--- src/rtl/std_fifo_param.sv ---
// std_fifo_param: parametrised single-clock FIFO with registered occupancy
// flags, almost-full/almost-empty thresholds and sticky overflow/underflow
// error flags.
// Optional build macro STD_FIFO_PARAM_FWFT_EN selects first-word-fall-through
// reads; without it, q updates one cycle after an accepted pop.
module std_fifo_param #(
    parameter int WIDTH               = 8,
    parameter int DEPTH               = 64,
    parameter int ALMOST_FULL_MARGIN  = 4,
    parameter int ALMOST_EMPTY_MARGIN = 4,
    localparam int CW                 = $clog2(DEPTH + 1)
) (
    input  logic             clk,
    input  logic             rst,
    input  logic             push,
    input  logic             pop,
    input  logic [WIDTH-1:0] d,
    output logic [WIDTH-1:0] q,
    output logic             full,
    output logic             empty,
    output logic [CW-1:0]    count,
    output logic             almost_empty,
    output logic             almost_full,
    output logic             overflow,
    output logic             underflow,
    input  logic             clr_err
);

    localparam int              PW       = (DEPTH > 1) ? $clog2(DEPTH) : 1;
    localparam logic [PW-1:0]   PTR_LAST = PW'(DEPTH - 1);
    localparam int              AF_TH    = DEPTH - ALMOST_FULL_MARGIN;

    logic [WIDTH-1:0] mem [DEPTH];

    logic [PW-1:0]    wr_ptr_q, wr_ptr_d;
    logic [PW-1:0]    rd_ptr_q, rd_ptr_d;
    logic [CW-1:0]    count_q, count_d;
    logic             full_q, full_d;
    logic             empty_q, empty_d;
    logic             aempty_q, aempty_d;
    logic             afull_q, afull_d;
    logic             ovf_q, ovf_d;
    logic             unf_q, unf_d;
    logic [WIDTH-1:0] q_q, q_d;

    logic             push_ok;
    logic             pop_ok;

    // Requests are qualified against the registered flags only, so a push
    // while full is dropped even if a pop frees a slot on the same edge.
    assign push_ok = push & ~full_q;
    assign pop_ok  = pop & ~empty_q;

    // Next-state for pointers, occupancy, flags and read data.
    always_comb begin
        wr_ptr_d = wr_ptr_q;
        rd_ptr_d = rd_ptr_q;
        count_d  = count_q;
        q_d      = q_q;

        if (push_ok) begin
            wr_ptr_d = (wr_ptr_q == PTR_LAST) ? '0 : wr_ptr_q + PW'(1);
        end
        if (pop_ok) begin
            rd_ptr_d = (rd_ptr_q == PTR_LAST) ? '0 : rd_ptr_q + PW'(1);
            // In FWFT builds this register only supplies the value held
            // on q while the FIFO is empty: the last word handed out.
            q_d      = mem[rd_ptr_q];
        end

        if (push_ok && !pop_ok) begin
            count_d = count_q + CW'(1);
        end else if (!push_ok && pop_ok) begin
            count_d = count_q - CW'(1);
        end

        empty_d  = (count_d == '0);
        full_d   = (count_d == CW'(DEPTH));
        afull_d  = (int'(count_d) >= AF_TH);
        aempty_d = (int'(count_d) <= ALMOST_EMPTY_MARGIN);

        // A violation on the same edge as clr_err leaves the flag set.
        if (push && full_q) begin
            ovf_d = 1'b1;
        end else if (clr_err) begin
            ovf_d = 1'b0;
        end else begin
            ovf_d = ovf_q;
        end

        if (pop && empty_q) begin
            unf_d = 1'b1;
        end else if (clr_err) begin
            unf_d = 1'b0;
        end else begin
            unf_d = unf_q;
        end
    end

    // Control state register with asynchronous reset.
    always_ff @(posedge clk or posedge rst) begin
        if (rst) begin
            wr_ptr_q <= '0;
            rd_ptr_q <= '0;
            count_q  <= '0;
            full_q   <= 1'b0;
            empty_q  <= 1'b1;
            aempty_q <= 1'b1;
            afull_q  <= 1'b0;
            ovf_q    <= 1'b0;
            unf_q    <= 1'b0;
            q_q      <= '0;
        end else begin
            wr_ptr_q <= wr_ptr_d;
            rd_ptr_q <= rd_ptr_d;
            count_q  <= count_d;
            full_q   <= full_d;
            empty_q  <= empty_d;
            aempty_q <= aempty_d;
            afull_q  <= afull_d;
            ovf_q    <= ovf_d;
            unf_q    <= unf_d;
            q_q      <= q_d;
        end
    end

    // Storage array write port; contents deliberately survive reset.
    always_ff @(posedge clk) begin
        if (push_ok) begin
            mem[wr_ptr_q] <= d;
        end
    end

`ifdef STD_FIFO_PARAM_FWFT_EN
    // Head word is presented directly; a freshly pushed word into an empty
    // FIFO becomes visible the same cycle empty drops.
    assign q = empty_q ? q_q : mem[rd_ptr_q];
`else
    assign q = q_q;
`endif

    assign full         = full_q;
    assign empty        = empty_q;
    assign count        = count_q;
    assign almost_empty = aempty_q;
    assign almost_full  = afull_q;
    assign overflow     = ovf_q;
    assign underflow    = unf_q;

endmodule
--- config.mk ---
export PLATFORM = sky130hd
export DESIGN_NAME = std_fifo_param
export DESIGN_NICKNAME = d
export VERILOG_FILES = /design/src/rtl/std_fifo_param.sv
export SDC_FILE = /design/constraint.sdc
export NUM_CORES = 1
export LEC_CHECK = 0
export ABC_AREA = 1
export CAP_MARGIN = 20
export CORE_ASPECT_RATIO = 0.8
export CORE_MARGIN = 3
export CORE_UTILIZATION = 60
export CTS_BUF_LIST = sky130_fd_sc_hd__clkbuf_8
export DETAILED_ROUTE_END_ITERATION = 10
export PLACE_DENSITY = 0.79
export SETUP_SLACK_MARGIN = 0.02
export SKIP_LAST_GASP = 1
export SYNTH_ARGS = -nofsm -noshare
export SYNTH_HDL_FRONTEND = slang
export SYNTH_SLANG_ARGS = --single-unit
--- constraint.sdc ---
create_clock -name clk -period 3.8 [get_ports clk]
set_clock_uncertainty 0.1 [all_clocks]
set_input_delay 0.76 -clock clk [delete_from_list [all_inputs] [get_ports clk]]
set_output_delay 0.76 -clock clk [all_outputs]
set_load 0.005 [all_outputs]
; ---- Word level (Yosys, flattened, before mapping)
; Memories as Yosys holds them, arrays and structs flattened. A register that Yosys moved wholly into a read port is not among the register bits.
; Index checks and enable logic that the tools add are counted.
[totals]
mem_count = 1
ff_bits = 25
ramBits = 512
[classes]
n_addsub = 4
n_bitwise = 4
reduce_logical = 9
n_mux = 9
n_eq_ne = 3
magnitude_cmp = 2
[mem_list]
columns = name, depth, word_bits, read_ports, rd_ports_with_merged_regs, wr, line
row1 = mem, 64, 8, 1, 1, 1, 33  ; logic [WIDTH-1:0] mem [DEPTH];
[ops]
columns = operator, n
row1 = 7-bit 2-to-1 mux, 2
row2 = 6-bit by 1-bit adder with 6-bit output (second input constant), 2
row3 = 6-bit == test (second input constant), 2
row4 = 6-bit 2-to-1 mux, 2
row5 = 7-bit by 1-bit adder with 7-bit output (second input constant), 1
row6 = 7-bit == test (second input constant), 1
row7 = 7-bit by 6-bit greater-or-equal comparator with 1-bit output (second input constant), 1
row8 = 7-bit by 3-bit less-or-equal comparator with 1-bit output (second input constant), 1
row9 = 7-bit zero test, 1
row10 = 7-bit by 1-bit subtractor with 7-bit output (second input constant), 1
row11 = 1-bit 2-to-1 mux, 5
row12 = 1-bit logical AND, 4
row13 = 2-bit nonzero test, 2
row14 = 1-bit bitwise AND, 2
row15 = 1-bit zero test, 2
row16 = 1-bit NOT, 2

; ---- Depth between registers and ports, before layout
[depth]
ltp_word = 7
ltp_mapped = 15
depth_no_buf = 13

; ---- Worst setup path before layout
; Ideal clock, no wire load.
[synth_timing]
path_kind = input to register
startpoint = input push
endpoint = memory mem[15][0] (enable)
path_slack_ps = 1265
setup_ps = 395
path_stages = 5
path_buffers = 1
arrival_time_ps = 2040
cell_sequence = inv_2 nor2_4 buf_6 nand2_1 nor4_1
[synth_between]
elab_chain_cells = 3
[synth_rtl]
columns = item, line
row1 = from (decl), 15  ; input logic push,
row2 = 1-bit bitwise AND, 51  ; assign push_ok = push & ~full_q;
row3 = 1-bit 2-to-1 mux, 129  ; if (push_ok) begin
row4 = 1-bit 2-to-1 mux (not written as such), 130  ; mem[wr_ptr_q] <= d;
row5 = to (decl), 33
; No other way between the ends.

==> summary.md <==
| Metric | Value |
|---|---|
| Cell repeated most along the worst path | nor2_1 |
| CP startpoint | rd_ptr_q[1] |
| H-tree depth | 3 |
| Post-Place Setup Slack | 0.5188 ns |
| Port bufs | 33 |
| Startpoint types | flop |
| Via Count | 16620 |
| R2r setup slk | 0.70 ns |
| Post-Syn Instances | 2303 |
| Critical Path AT | 3.51 ns |
| Post-cts hold buffer count | 0 |
| Remaining DRCs | 0 |
| Levels on crit path | 10 |
| Number of max-cap violations | 0 |
| ANT nets after route | 0 |
| Chip width | 228.0 um |
| Static leakage | 10.67 nW |
| Clk sinks | 545 |
| Reg2Reg Capture Point | q[0] |
| Final hold slack | 0.4119 ns |
| Tmin final | 3.098 ns |
| Post-CTS Setup Bufs | 0 |
| Worst r2r src | rd_ptr_q[1] |
| Slew HR | 0.2600 |
| Final count of hold timing violations | 0 |
| CTS tree | built |
| Vias per cell | 5.627 |
| CP endpoint kind | flop |
| Peak VDD IR | 0.5555 mV |
| RSZ-0062 raised after global routing | false |
| R2R depth | 10 |
| Critical path's slowest cell | dfrtp_4 |
| Final setup fails | 0 |
| Clock latency on the worst-skew pair | 0.64 ns |
| CP required | 4.21 ns |
| # nets final | 2386 |
| Synthesized area | 23660 um^2 |
| WP buf/inv | 2 |
| Average wire per standard cell | 19.77 um |
| 1st-pass router iterations | 6 |
| Grt total ovfl | 0 |
| Final WS setup | 0.7020 ns |
| Die height | 183.6 um |
| CP Class | reg -> reg |
| Final design utilization | 0.6710 |
| # IOs | 34 |
| Pwr per Cell Area | 654.5 nW/um^2 |
| Area Overhead vs Synth | 9.466% |
| Fillers | 2820 |
| Hold WC Path Type | reg -> reg |
| Post-Syn Area per Cell | 10.27 um^2 |
| Final TNS setup | 0 ns |
| # diodes | 0 |
| First-pass GRT wire length | 89610 um |
| Syn Nets | 2320 |
| Worst Setup EP | q[0] |
| Distinct cells, synth | 34 |
| Largest net degree at the start of global routing | 219 |
| CTS Root Buffer Type | clkbuf_8 |
| WL final | 58380 um |
| Vias in the first global route | 15940 |
| Starting Density | 0.6130 |
| Tcrit/Tclk final | 0.8153 |
| Top cell type's share of synthesized area | 0.6498 |
| Die ar. | 41870 um^2 |
| CTS Buf Count | 79 |
| CP top delay family | buffers and inverters |
| Initial antenna violation count | 0 |
| Final number of max-transition violations | 0 |
| Core ar. | 38600 um^2 |
| Register area share after synthesis | 0.6848 |
| GRT Overall Usage | 0.2787 |
| Post_cts resized | 0 |
| Design Power | 16.95 mW |
| Clock transition at path regs | 0.07 ns |
| Clock Path Buffers | 3 |
| Iteration-0 DRC Markers | 2285 |
| Yosys reg bits | 545 |
| Core Rows | 64 |
| Status | finished clean |
| Synth area leaders | edfxtp_1 (65%), nand2_1 (12%), nand3_1 (5.5%) |
| DP HPWL | 34350 um |
| Crit path max fanout | 43 |
| Yosys warning count | 0 |
| Pin slew with the least headroom to its limit | 1.110 ns |
| Max frequency | 322.8 MHz |
| Share of cells above drive strength 1 | 0.07464 |
| Worst path cell trace | clkinv_2 > buf_4 > nand3_1 > a21oi_1 > nor2_1 > nand2_1 > nand2_1 > nor2_1 > nor2_1 > nor2_1 |
| GPL Wtd Cong | 0.9263 |
| Biggest area consumer among synthesized cells | edfxtp_1 |
| CP peak stage delay | 0.79 ns |
-- cell families (layout without fill, tap and decap cells) --
group,Yosys count,in the layout,synth area share
and+or+nand+nor,1301,1301,0.2230
xor gates and xnor gates,5,5,0.001851
buffers and inverters,369,491,0.07081
adders and majority gates,4,4,0.002115
AOI/OAI and AO/OA,79,79,0.01745
DFF,545,545,0.6848
-- worst reg2reg max path, cell delays in order, from the launching register on --
cell and delay (ns):
dfrtp_4 0.79, clkinv_2 0.62, buf_4 0.45, nand3_1 0.21, a21oi_1 0.09, nor2_1 0.28
nand2_1 0.11, nand2_1 0.07, nor2_1 0.05, nor2_1 0.17, nor2_1 0.06
-- state kept, by name, summed over array words and instances, names as in the netlist, 6 cells and up --
name / flops
count: 7
mem: 512
q: 8
rd_ptr_q: 6
wr_ptr_q: 6
-- layer usage --
metal,global-route usage,up-vias,share of wire
met4,0.08354,0,0.026
met3,0.05855,121,0.13
met2,0.4206,1032,0.44
li1,-,7623,-
met5,0,-,0
met1,0.4146,7840,0.41
-- where the power goes --
part           internal, mW  switching, mW
logic                  1.51           3.75
registers              6.91          0.342
clock network          2.28           2.16
-- worst min-delay path by stage --
| stage | startpoint | end | slack, ns | depth (start not counted) |
|---|---|---|---|---|
| 4_1_cts | rst | q[7] | 0.41 | 2 |
| 3_5_place_dp | q[2] | q[2] | 0.40 | 2 |
| 6_report | q[2] | q[2] | 0.41 | 2 |
| 2_1_floorplan | q[0] | q[0] | 0.41 | 2 |
| 3_3_place_gp | q[0] | q[0] | 0.40 | 2 |
| 5_1_grt | rst | q[3] | 0.43 | 2 |
-- cell usage in the layout, fill, tap and decap left out, types with 2 or more instances in the layout --
cell type / Yosys / routed
edfxtp_1: 512 / 512
clkinv_2: 0 / 10
ha_1: 4 / 4
dfstp_2: 2 / 2
nor2_1: 264 / 263
inv_2: 6 / 5
buf_12: 0 / 4
inv_1: 255 / 280
a21oi_1: 9 / 9
clkdlybuf4s50_1: 0 / 25
nor2_4: 2 / 2
dfrtp_4: 0 / 2
nor3_1: 6 / 6
o21ai_1: 22 / 22
nand2_4: 2 / 2
xor2_1: 5 / 5
clkbuf_8: 0 / 83
buf_4: 19 / 60
o21bai_1: 2 / 2
nand3_1: 261 / 261
nand2_1: 761 / 761
dfrtp_1: 31 / 29
o21ai_0: 42 / 42
clkinv_1: 2 / 18
bufinv_16: 0 / 4
-- cell usage after synthesis --
| library cell | n |
|---|---|
| a211oi_1 | 1 |
| a21oi_1 | 9 |
| a221oi_1 | 1 |
| buf_1 | 8 |
| buf_2 | 42 |
| buf_4 | 19 |
| buf_6 | 20 |
| buf_8 | 1 |
| clkbuf_1 | 15 |
| clkinv_1 | 2 |
| dfrtp_1 | 31 |
| dfstp_2 | 2 |
| edfxtp_1 | 512 |
| ha_1 | 4 |
| inv_1 | 255 |
| inv_2 | 6 |
| inv_6 | 1 |
| nand2_1 | 761 |
| nand2_2 | 1 |
| nand2_4 | 2 |
| nand3_1 | 261 |
| nand4_1 | 1 |
| nor2_1 | 264 |
| nor2_4 | 2 |
| nor3_1 | 6 |
| nor4_1 | 1 |
| nor4_4 | 1 |
| o211ai_1 | 1 |
| o21ai_0 | 42 |
| o21ai_1 | 22 |
| o21ai_2 | 1 |
| o21bai_1 | 2 |
| or2_2 | 1 |
| xor2_1 | 5 |
-- through the flow --
| step | cells | area, um^2 |
|---|---|---|
| after floorplan | 2303 | 23660 |
| after global placement | 2816 | 24440 |
| after detailed placement | 2816 | 24440 |
| after CTS | 2953 | 25900 |
| after global routing | 2953 | 25900 |
| final | 2953 | 25900 |
-- cell type report --
type,count,area (um^2),area share
sequential,545,16210,0.6259
multi-input combinational,1389,5784,0.2233
clock buffer,83,1142,0.04411
inverter,264,997.2,0.03850
timing repair buffer,90,785.8,0.03034
tap,528,660.6,0.02551
clock inverter,54,319.1,0.01232
Note: power is estimated with default switching activity, not from simulation.
